[config.mk]
export PLATFORM = sky130hd
export DESIGN_NAME = vga_stream_tx
export DESIGN_NICKNAME = d
export VERILOG_FILES = /design/src/rtl/vga_timing_pkg.sv /design/src/rtl/vga_timing_counter.sv /design/src/rtl/vga_stream_tx.sv
export SDC_FILE = /design/constraint.sdc
export NUM_CORES = 1
export LEC_CHECK = 0
export ABC_AREA = 1
export CAP_MARGIN = 15
export CORE_MARGIN = 1.5
export CORE_UTILIZATION = 36
export DETAILED_ROUTE_END_ITERATION = 10
export PLACE_DENSITY_LB_ADDON = 0.12
export SKIP_LAST_GASP = 1
export SLEW_MARGIN = 20
export SYNTH_ARGS = -nofsm -noshare
export SYNTH_HDL_FRONTEND = slang
export SYNTH_SLANG_ARGS = --single-unit
[constraint.sdc]
create_clock -name VGA_CLK -period 3.45 [get_ports VGA_CLK]
set_clock_uncertainty 0.2 [all_clocks]
set_input_delay 0.8625 -clock VGA_CLK [delete_from_list [all_inputs] [get_ports VGA_CLK]]
set_output_delay 0.8625 -clock VGA_CLK [all_outputs]
set_load 0.03 [all_outputs]
[src/rtl/vga_timing_pkg.sv]
// Shared VGA timing defaults, colour type and colour constants for the stream transmitter.
// The bar colour lookup is used only when VGA_TX_PATTERN_EN is defined.
package vga_timing_pkg;

    localparam int DEF_WIDTH  = 800;
    localparam int DEF_HEIGHT = 480;
    localparam int DEF_H_FP   = 40;
    localparam int DEF_H_SYNC = 48;
    localparam int DEF_H_BP   = 88;
    localparam int DEF_V_FP   = 13;
    localparam int DEF_V_SYNC = 3;
    localparam int DEF_V_BP   = 32;

    typedef struct packed {
        logic [7:0] r;
        logic [7:0] g;
        logic [7:0] b;
    } rgb_t;

    localparam rgb_t COLOUR_BLACK     = 24'h000000;
    localparam rgb_t COLOUR_WHITE     = 24'hFFFFFF;
    localparam rgb_t COLOUR_YELLOW    = 24'hFFFF00;
    localparam rgb_t COLOUR_CYAN      = 24'h00FFFF;
    localparam rgb_t COLOUR_GREEN     = 24'h00FF00;
    localparam rgb_t COLOUR_MAGENTA   = 24'hFF00FF;
    localparam rgb_t COLOUR_RED       = 24'hFF0000;
    localparam rgb_t COLOUR_BLUE      = 24'h0000FF;
    localparam rgb_t COLOUR_UNDERFLOW = COLOUR_MAGENTA;

    function automatic int h_total(int width, int fp, int sync, int bp);
        return width + fp + sync + bp;
    endfunction

    function automatic int v_total(int height, int fp, int sync, int bp);
        return height + fp + sync + bp;
    endfunction

    function automatic rgb_t bar_colour(logic [2:0] idx);
        rgb_t c;
        case (idx)
            3'd0:    c = COLOUR_WHITE;
            3'd1:    c = COLOUR_YELLOW;
            3'd2:    c = COLOUR_CYAN;
            3'd3:    c = COLOUR_GREEN;
            3'd4:    c = COLOUR_MAGENTA;
            3'd5:    c = COLOUR_RED;
            3'd6:    c = COLOUR_BLUE;
            default: c = COLOUR_BLACK;
        endcase
        return c;
    endfunction

endpackage

[src/rtl/vga_timing_counter.sv]
// Free-running horizontal/vertical position counters with combinational
// active-region and sync decode (sync levels are active low).
module vga_timing_counter
    import vga_timing_pkg::*;
#(
    parameter int WIDTH  = DEF_WIDTH,
    parameter int HEIGHT = DEF_HEIGHT,
    parameter int H_FP   = DEF_H_FP,
    parameter int H_SYNC = DEF_H_SYNC,
    parameter int H_BP   = DEF_H_BP,
    parameter int V_FP   = DEF_V_FP,
    parameter int V_SYNC = DEF_V_SYNC,
    parameter int V_BP   = DEF_V_BP
) (
    input  logic       clk,
    input  logic       rst,
    output logic [9:0] hcnt,
    output logic [9:0] vcnt,
    output logic       active,
    output logic       hs,
    output logic       vs
);

    localparam logic [9:0] H_ACT   = 10'(WIDTH);
    localparam logic [9:0] V_ACT   = 10'(HEIGHT);
    localparam logic [9:0] H_LAST  = 10'(h_total(WIDTH, H_FP, H_SYNC, H_BP) - 1);
    localparam logic [9:0] V_LAST  = 10'(v_total(HEIGHT, V_FP, V_SYNC, V_BP) - 1);
    localparam logic [9:0] HS_FROM = 10'(WIDTH + H_FP);
    localparam logic [9:0] HS_TO   = 10'(WIDTH + H_FP + H_SYNC);
    localparam logic [9:0] VS_FROM = 10'(HEIGHT + V_FP);
    localparam logic [9:0] VS_TO   = 10'(HEIGHT + V_FP + V_SYNC);

    always_ff @(posedge clk or posedge rst) begin
        if (rst) begin
            hcnt <= '0;
            vcnt <= '0;
        end else if (hcnt == H_LAST) begin
            hcnt <= '0;
            vcnt <= (vcnt == V_LAST) ? 10'd0 : vcnt + 10'd1;
        end else begin
            hcnt <= hcnt + 10'd1;
        end
    end

    assign active = (hcnt < H_ACT) && (vcnt < V_ACT);
    assign hs     = !((hcnt >= HS_FROM) && (hcnt < HS_TO));
    assign vs     = !((vcnt >= VS_FROM) && (vcnt < VS_TO));

endmodule

[src/rtl/vga_stream_tx.sv]
// Streams upstream pixels onto a registered VGA interface, substituting a marker colour on underflow.
// Define VGA_TX_PATTERN_EN to add the pattern_en input and the built-in colour-bar generator.
module vga_stream_tx
    import vga_timing_pkg::*;
#(
    parameter int WIDTH  = DEF_WIDTH,
    parameter int HEIGHT = DEF_HEIGHT,
    parameter int H_FP   = DEF_H_FP,
    parameter int H_SYNC = DEF_H_SYNC,
    parameter int H_BP   = DEF_H_BP,
    parameter int V_FP   = DEF_V_FP,
    parameter int V_SYNC = DEF_V_SYNC,
    parameter int V_BP   = DEF_V_BP
) (
    input  logic        VGA_CLK,
    input  logic        reset,
`ifdef VGA_TX_PATTERN_EN
    input  logic        pattern_en,
`endif
    input  logic [23:0] pix_rgb,
    input  logic        pix_valid,
    output logic        pix_ready,
    input  logic        clr_underflow,
    output logic [7:0]  oVGA_R,
    output logic [7:0]  oVGA_G,
    output logic [7:0]  oVGA_B,
    output logic        oVGA_HS,
    output logic        oVGA_VS,
    output logic        oVGA_SYNC_N,
    output logic        oVGA_BLANK_N,
    output logic        sof,
    output logic        underflow
);

    logic [9:0] hcnt;
    logic [9:0] vcnt;
    logic       active;
    logic       hs;
    logic       vs;

    rgb_t stream_rgb;
    rgb_t rgb_next;
    logic miss;
    logic set_uf;

    rgb_t rgb_q;
    logic hs_q;
    logic vs_q;
    logic blank_n_q;
    logic sof_q;
    logic underflow_q;

    vga_timing_counter #(
        .WIDTH  (WIDTH),
        .HEIGHT (HEIGHT),
        .H_FP   (H_FP),
        .H_SYNC (H_SYNC),
        .H_BP   (H_BP),
        .V_FP   (V_FP),
        .V_SYNC (V_SYNC),
        .V_BP   (V_BP)
    ) u_timing (
        .clk    (VGA_CLK),
        .rst    (reset),
        .hcnt   (hcnt),
        .vcnt   (vcnt),
        .active (active),
        .hs     (hs),
        .vs     (vs)
    );

    // A missing pixel shows as the underflow colour and is not consumed.
    always_comb begin
        stream_rgb = COLOUR_BLACK;
        miss       = 1'b0;
        if (active) begin
            if (pix_valid) begin
                stream_rgb = rgb_t'(pix_rgb);
            end else begin
                stream_rgb = COLOUR_UNDERFLOW;
                miss       = 1'b1;
            end
        end
    end

`ifdef VGA_TX_PATTERN_EN
    localparam int         BAR_W    = (WIDTH / 8 > 0) ? WIDTH / 8 : 1;
    localparam logic [9:0] BAR_W_10 = 10'(BAR_W);

    logic [9:0] bar_q;
    logic [2:0] bar_idx;

    // Leftover columns when WIDTH is not a multiple of 8 stay in the last bar.
    assign bar_q     = hcnt / BAR_W_10;
    assign bar_idx   = (bar_q > 10'd7) ? 3'd7 : bar_q[2:0];
    assign pix_ready = active & ~pattern_en;
    assign set_uf    = miss & ~pattern_en;
    assign rgb_next  = pattern_en ? (active ? bar_colour(bar_idx) : COLOUR_BLACK) : stream_rgb;
`else
    assign pix_ready = active;
    assign set_uf    = miss;
    assign rgb_next  = stream_rgb;
`endif

    always_ff @(posedge VGA_CLK or posedge reset) begin
        if (reset) begin
            rgb_q     <= COLOUR_BLACK;
            hs_q      <= 1'b1;
            vs_q      <= 1'b1;
            blank_n_q <= 1'b0;
            sof_q     <= 1'b0;
        end else begin
            rgb_q     <= rgb_next;
            hs_q      <= hs;
            vs_q      <= vs;
            blank_n_q <= active;
            sof_q     <= (hcnt == 10'd0) && (vcnt == 10'd0);
        end
    end

    // A new miss outranks a simultaneous clear so no event is lost.
    always_ff @(posedge VGA_CLK or posedge reset) begin
        if (reset) begin
            underflow_q <= 1'b0;
        end else if (set_uf) begin
            underflow_q <= 1'b1;
        end else if (clr_underflow) begin
            underflow_q <= 1'b0;
        end
    end

    assign oVGA_R       = rgb_q.r;
    assign oVGA_G       = rgb_q.g;
    assign oVGA_B       = rgb_q.b;
    assign oVGA_HS      = hs_q;
    assign oVGA_VS      = vs_q;
    assign oVGA_SYNC_N  = 1'b0;
    assign oVGA_BLANK_N = blank_n_q;
    assign sof          = sof_q;
    assign underflow    = underflow_q;

endmodule

Yosys cells after proc, flatten, opt, wreduce, memory -nomap -nowiden
Cells that the tools add are included.
- register bits after elaboration: 49
- output and inout bits: 31
- logic and storage cells: 37
- input port bits: 28
- reductions and logical operators: 9
- multiplexer cells: 8
- order comparisons: 6
- add/subtract/negate cells: 2
- equality and inequality tests: 2
- operator list (cell ; number):
    two-way mux 24 bit ; 2
    adder 10 x 1 -> 10 bit (second input constant) ; 2
    equality test 10 bit (second input constant) ; 2
    zero test 10 bit ; 2
    less-than comparator 10 bit (second input constant) ; 2
    less-than comparator 10 x 9 -> 1 bit (second input constant) ; 2
    two-way mux 10 bit ; 2
    >= comparator 10 bit (second input constant) ; 1
    >= comparator 10 x 9 -> 1 bit (second input constant) ; 1
    logical AND 1 bit ; 4
    two-way mux 1 bit ; 4
    zero test 1 bit ; 2
    nonzero test 2 bit ; 1

Longest topological paths before layout
- depth after elaboration: 4
- depth in mapped cells: 8
- mapped depth without buffers: 8

Modules after synthesis
From an unflattened synthesis, not the netlist that was laid out.
- cells, all modules: 242
- area total of the unflattened synthesis: 2197.1 um^2
- by module, submodules not included (module ; times used ; cells an instance ; seq. area each (um^2) ; area an instance (um^2)):
    vga_timing_counter ; 1 ; 137 ; 500.5 ; 1119.8
    vga_stream_tx ; 1 ; 105 ; 728.2 ; 1077.3

Worst setup path before layout
OpenSTA, ideal clock, no wires.
- kind: reg2out
- from: reg u_timing.hcnt[8]
- to: out pix_ready
- arrival: 1.160 ns
- required time: 2.388 ns
- cell stages (with the launch flop): 7
- buffers on the path: 1
- setup slack: 1.227 ns
- cell sequence: dfrtp_1 -> nand2_2 -> inv_2 -> nand2_1 -> nand3_2 -> buf_4 -> inv_1
- cells in the longest elaborated chain, start to end: 2
- ends and longest elaborated chain (item ; RTL line ; RTL):
    from (decl) ; vga_timing_counter.sv:17 ; output logic [9:0] hcnt,
    from (signal assigned) ; vga_timing_counter.sv:41 ; hcnt <= hcnt + 10'd1;
    less-than comparator 10 bit ; vga_timing_counter.sv:45 ; assign active = (hcnt < H_ACT) && (vcnt < V_ACT);
    logical AND 1 bit ; vga_timing_counter.sv:45 ;
    to (decl) ; vga_stream_tx.sv:22 ; output logic pix_ready,
Every way passes these cells.

Worst setup path after layout
Same ends and word-level chain as after synthesis.

==> key figures <==
Final layout
  – Net count, final: roughly 340
  – Area growth from synthesis to layout: 33.2%
  – Share of layout cells above drive strength 1: 0.117
  – # fillers: 554
  – Ant. Diodes: 0

Route
  – Met3 WL: 201 um
  – Met2 wire length: 2380 um
  – DR WL/cell: 13.0 um
  – # DRC: 0
  – Vias: ~1700
  – Final ANT Viol Nets: 0
  – Number of vias per cell: 4.46
  – DR top layer: met4
  – Initial drt markers: 110
  – WL met1: 2280 um
  – Router iterations before antenna repair: 4
  – DRT Wirelength: 4960 um

STA
  – Max_slew headroom: 0.617
  – Worst-Margin Slew: 0.573 ns
  – Final setup fails: 0
  – Fmax: about 340 MHz
  – Slew Limit Fails: 0
  – Unrepaired setup endpoints after global routing: false
  – Fin. Hold Viols: 0
  – Setup_tns: 0 ns
  – Tcrit/Tclk final: 0.851
  – Tmin final: 2.93 ns

Worst setup path
  – CP max FO: 5
  – CP startpoint: u_timing.hcnt[8]$_DFF_PP0_
  – Crit path capture type: output port
  – CP max stage cell: clkdlybuf4s50_1
  – Reg-to-reg critical path startpoint: u_timing.hcnt[0]$_DFF_PP0_
  – Crit start category: flip-flop
  – Worst path max stage delay: 0.66 ns
  – Critical Path RT: 2.39 ns
  – Reg2Reg Depth: 6
  – Capture point of the worst reg-to-reg path: u_timing.vcnt[5]$_DFFE_PP0N_
  – Setup crit end: pix_ready
  – Crit-path cells: nand2_2, inv_2, nand2_1, nand3_2, inv_1, clkdlybuf4s50_1
  – Setup CP Type: reg2out
  – Worst Path Arrival: 1.87 ns
  – R2R Setup Slk: 1.84 ns

Clock network
  – CTS H-tree lvls: 2
  – Post-CTS setup buffers: 0
  – CTS Buf Count: 5
  – Total clock sinks: between 40 and 50
  – Clock Pin Slew Worst Setup and Hold Paths: 0.09 ns
  – Hold-fix buffer count after cts: 0
  – Clk buf depth: 2
  – Root Driver: clkbuf_8
  – # resized after CTS: 0
  – CTS tree: done
  – Worst-Skew Late Latency: 0.31 ns

Status
  – Run status: completed

Power and ir drop
  – Pwr/cell area: 353 mW/mm2
  – Max IR drop VDD: 0.182 mV
  – Leakage: 1.41 nW
  – Power Total: between 1 and 1.5 mW

Die
  – Cell Rows: 28
  – Die area: 0.00677 mm2
  – Core ar.: 0.00599 mm2
  – Initial Util: 0.378
  – Die height: 82.3 um
  – DIE WIDTH: 82.3 um
  – Num ports: 59

Synth
  – Post-synthesis simple-gate area fraction: 0.236
  – Register bit total from synthesis: 49
  – Synth Area in XOR/XNOR: 0.0343
  – Cells after synthesis: approximately 250
  – Mapped Area: 0.00226 mm2
  – Synth Warn #: 0
  – Synth Area in Compound Gates: 0.0669
  – Yosys cell types: 28
  – Synth Area in Adders: 0.0332
  – Synthesized area per cell: 9.20 um2
  – Post-synthesis mux area share: 0
  – Syn Nets: 280
  – Register area share after synthesis: 0.543
  – Largest family of logic cells by synthesized area: simple AND/OR/NAND/NOR gates

Global route
  – Vias in the first global route: 1539
  – Largest net degree at the start of global routing: 26
  – Total Routing Usage GR: 0.154
  – Global-route wire length before repair: roughly 7600 um
  – GRT overflow: 0
  – Initial antenna violation count: 0

Job
  – Max-cap viol count: 0

Place
  – Final HPWL from detailed placement: 3600 um
  – RD Place Congestion: around 0.86
  – Count of input and output buffers: 57

Min path
  – Worst Hold Class: reg2reg
## stage by stage
stage | instances | hold WS, ns | cell area, um2 | utilization | setup slack (ns)
floorplan | 246 | 0.272 | 2260 | - | 1.22
global placement | 375 | 0.297 | 2930 | 0.489 | 0.856
detailed placement | 375 | 0.297 | 2930 | 0.489 | 0.848
CTS | 383 | 0.312 | 3010 | 0.503 | 0.487
global route | 383 | 0.353 | 3010 | 0.503 | 0.381
finish | 383 | 0.308 | 3010 | 0.503 | 0.515
## logic make-up after synthesis
| group | count (synthesis) |
|---|---|
| compound gates | 29 |
| xor+xnor | 8 |
| fa+ha+maj | 6 |
| buf+inv | 48 |
| flops | 49 |
| other cells | 1 |
| simple gates | 105 |
## cell usage after synthesis (all sizes together)
library cell  count  area (um2)
a21oi            20         100
clkinv            1        5.00
o211ai            2        15.0
nand3            19         135
ha                6        75.1
nand3b            3        22.5
o21ai             6        30.0
xor2              8        77.6
nand4             2        12.5
o22ai             1        6.26
nor2             38         183
dfrtp            47        1180
clkbuf            3        11.3
nor4              1        6.26
nand2            39         159
buf               3        22.5
inv              41         154
dfstp             2        52.6
nor3              3        15.0
conb              1        3.75
## area by class of cell
| cell class | count | area, um2 | area share |
|---|---|---|---|
| clock buffers | 6 | 72.6 | 0.0241 |
| clock inverters | 2 | 13.8 | 0.00457 |
| inverters | 42 | 159 | 0.0527 |
| multi-input cells | 149 | 841 | 0.279 |
| flip-flops and latches | 49 | 1230 | 0.408 |
| well taps | 75 | 93.8 | 0.0311 |
| repair buffers | 60 | 606 | 0.201 |
## critical path, delay by kind of cell (launching register included)
kind / cells / cell delay [ns]
simple gates: 3 / 0.32
flops: 1 / 0.44
buf+inv: 3 / 0.81
## layout by cell type (no fill, tap or decap), types with 2 or more instances in the layout
cell             synthesis  routed
nand3_1                 14      14
nor2_2                   7       7
buf_4                    3       2
o211ai_1                 2       2
nor2_1                  28      28
nor3_1                   3       3
nand3_4                  2       2
nand3b_1                 3       3
ha_1                     6       6
dfstp_2                  2       2
a21oi_1                 20      20
dfrtp_1                 47      47
inv_1                   38      37
clkdlybuf4s50_1          0      57
inv_2                    3       4
clkbuf_8                 0       5
o21ai_0                  6       6
nand3_2                  3       3
nand2_2                  2       2
nand4_1                  2       2
xor2_1                   7       7
nor2_4                   3       3
clkinv_2                 1       2
nand2_1                 36      36
## state kept, by name (all words and copies together), names as in the netlist
| register | cells |
|---|---|
| u_timing.hcnt | 10 |
| oVGA_G | 8 |
| oVGA_R | 8 |
| oVGA_B | 8 |
| oVGA_VS | 1 |
| u_timing.vcnt | 10 |
| oVGA_BLANK_N | 1 |
| sof | 1 |
| underflow | 1 |
| oVGA_HS | 1 |
## report_power, final
group	total, mW	internal (mW)	switching (mW)
Combinational	0.128	0.0616	0.0667
Clock	0.344	0.145	0.199
Sequential	0.593	0.589	0.00379
## worst min path at each step
stage,to,depth (start not counted),from,slack [ns]
after floorplan,u_timing.hcnt[0]$_DFF_PP0_,1,u_timing.hcnt[0]$_DFF_PP0_,0.27
after global placement,u_timing.hcnt[0]$_DFF_PP0_,1,u_timing.hcnt[0]$_DFF_PP0_,0.30
after detailed placement,u_timing.hcnt[0]$_DFF_PP0_,1,u_timing.hcnt[0]$_DFF_PP0_,0.30
after CTS,u_timing.hcnt[0]$_DFF_PP0_,1,u_timing.hcnt[0]$_DFF_PP0_,0.31
after global routing,u_timing.hcnt[0]$_DFF_PP0_,1,u_timing.hcnt[0]$_DFF_PP0_,0.35
final,u_timing.hcnt[0]$_DFF_PP0_,1,u_timing.hcnt[0]$_DFF_PP0_,0.31
## per-layer routing
layer | vias to the layer above | GRT usage
met2 | 36 | 0.232
met4 | 0 | 0.0644
met1 | 784 | 0.209
met3 | 9 | 0.0396
met5 | - | 0
li1 | 880 | -
No activity file was read; power rests on OpenSTA's default activity.
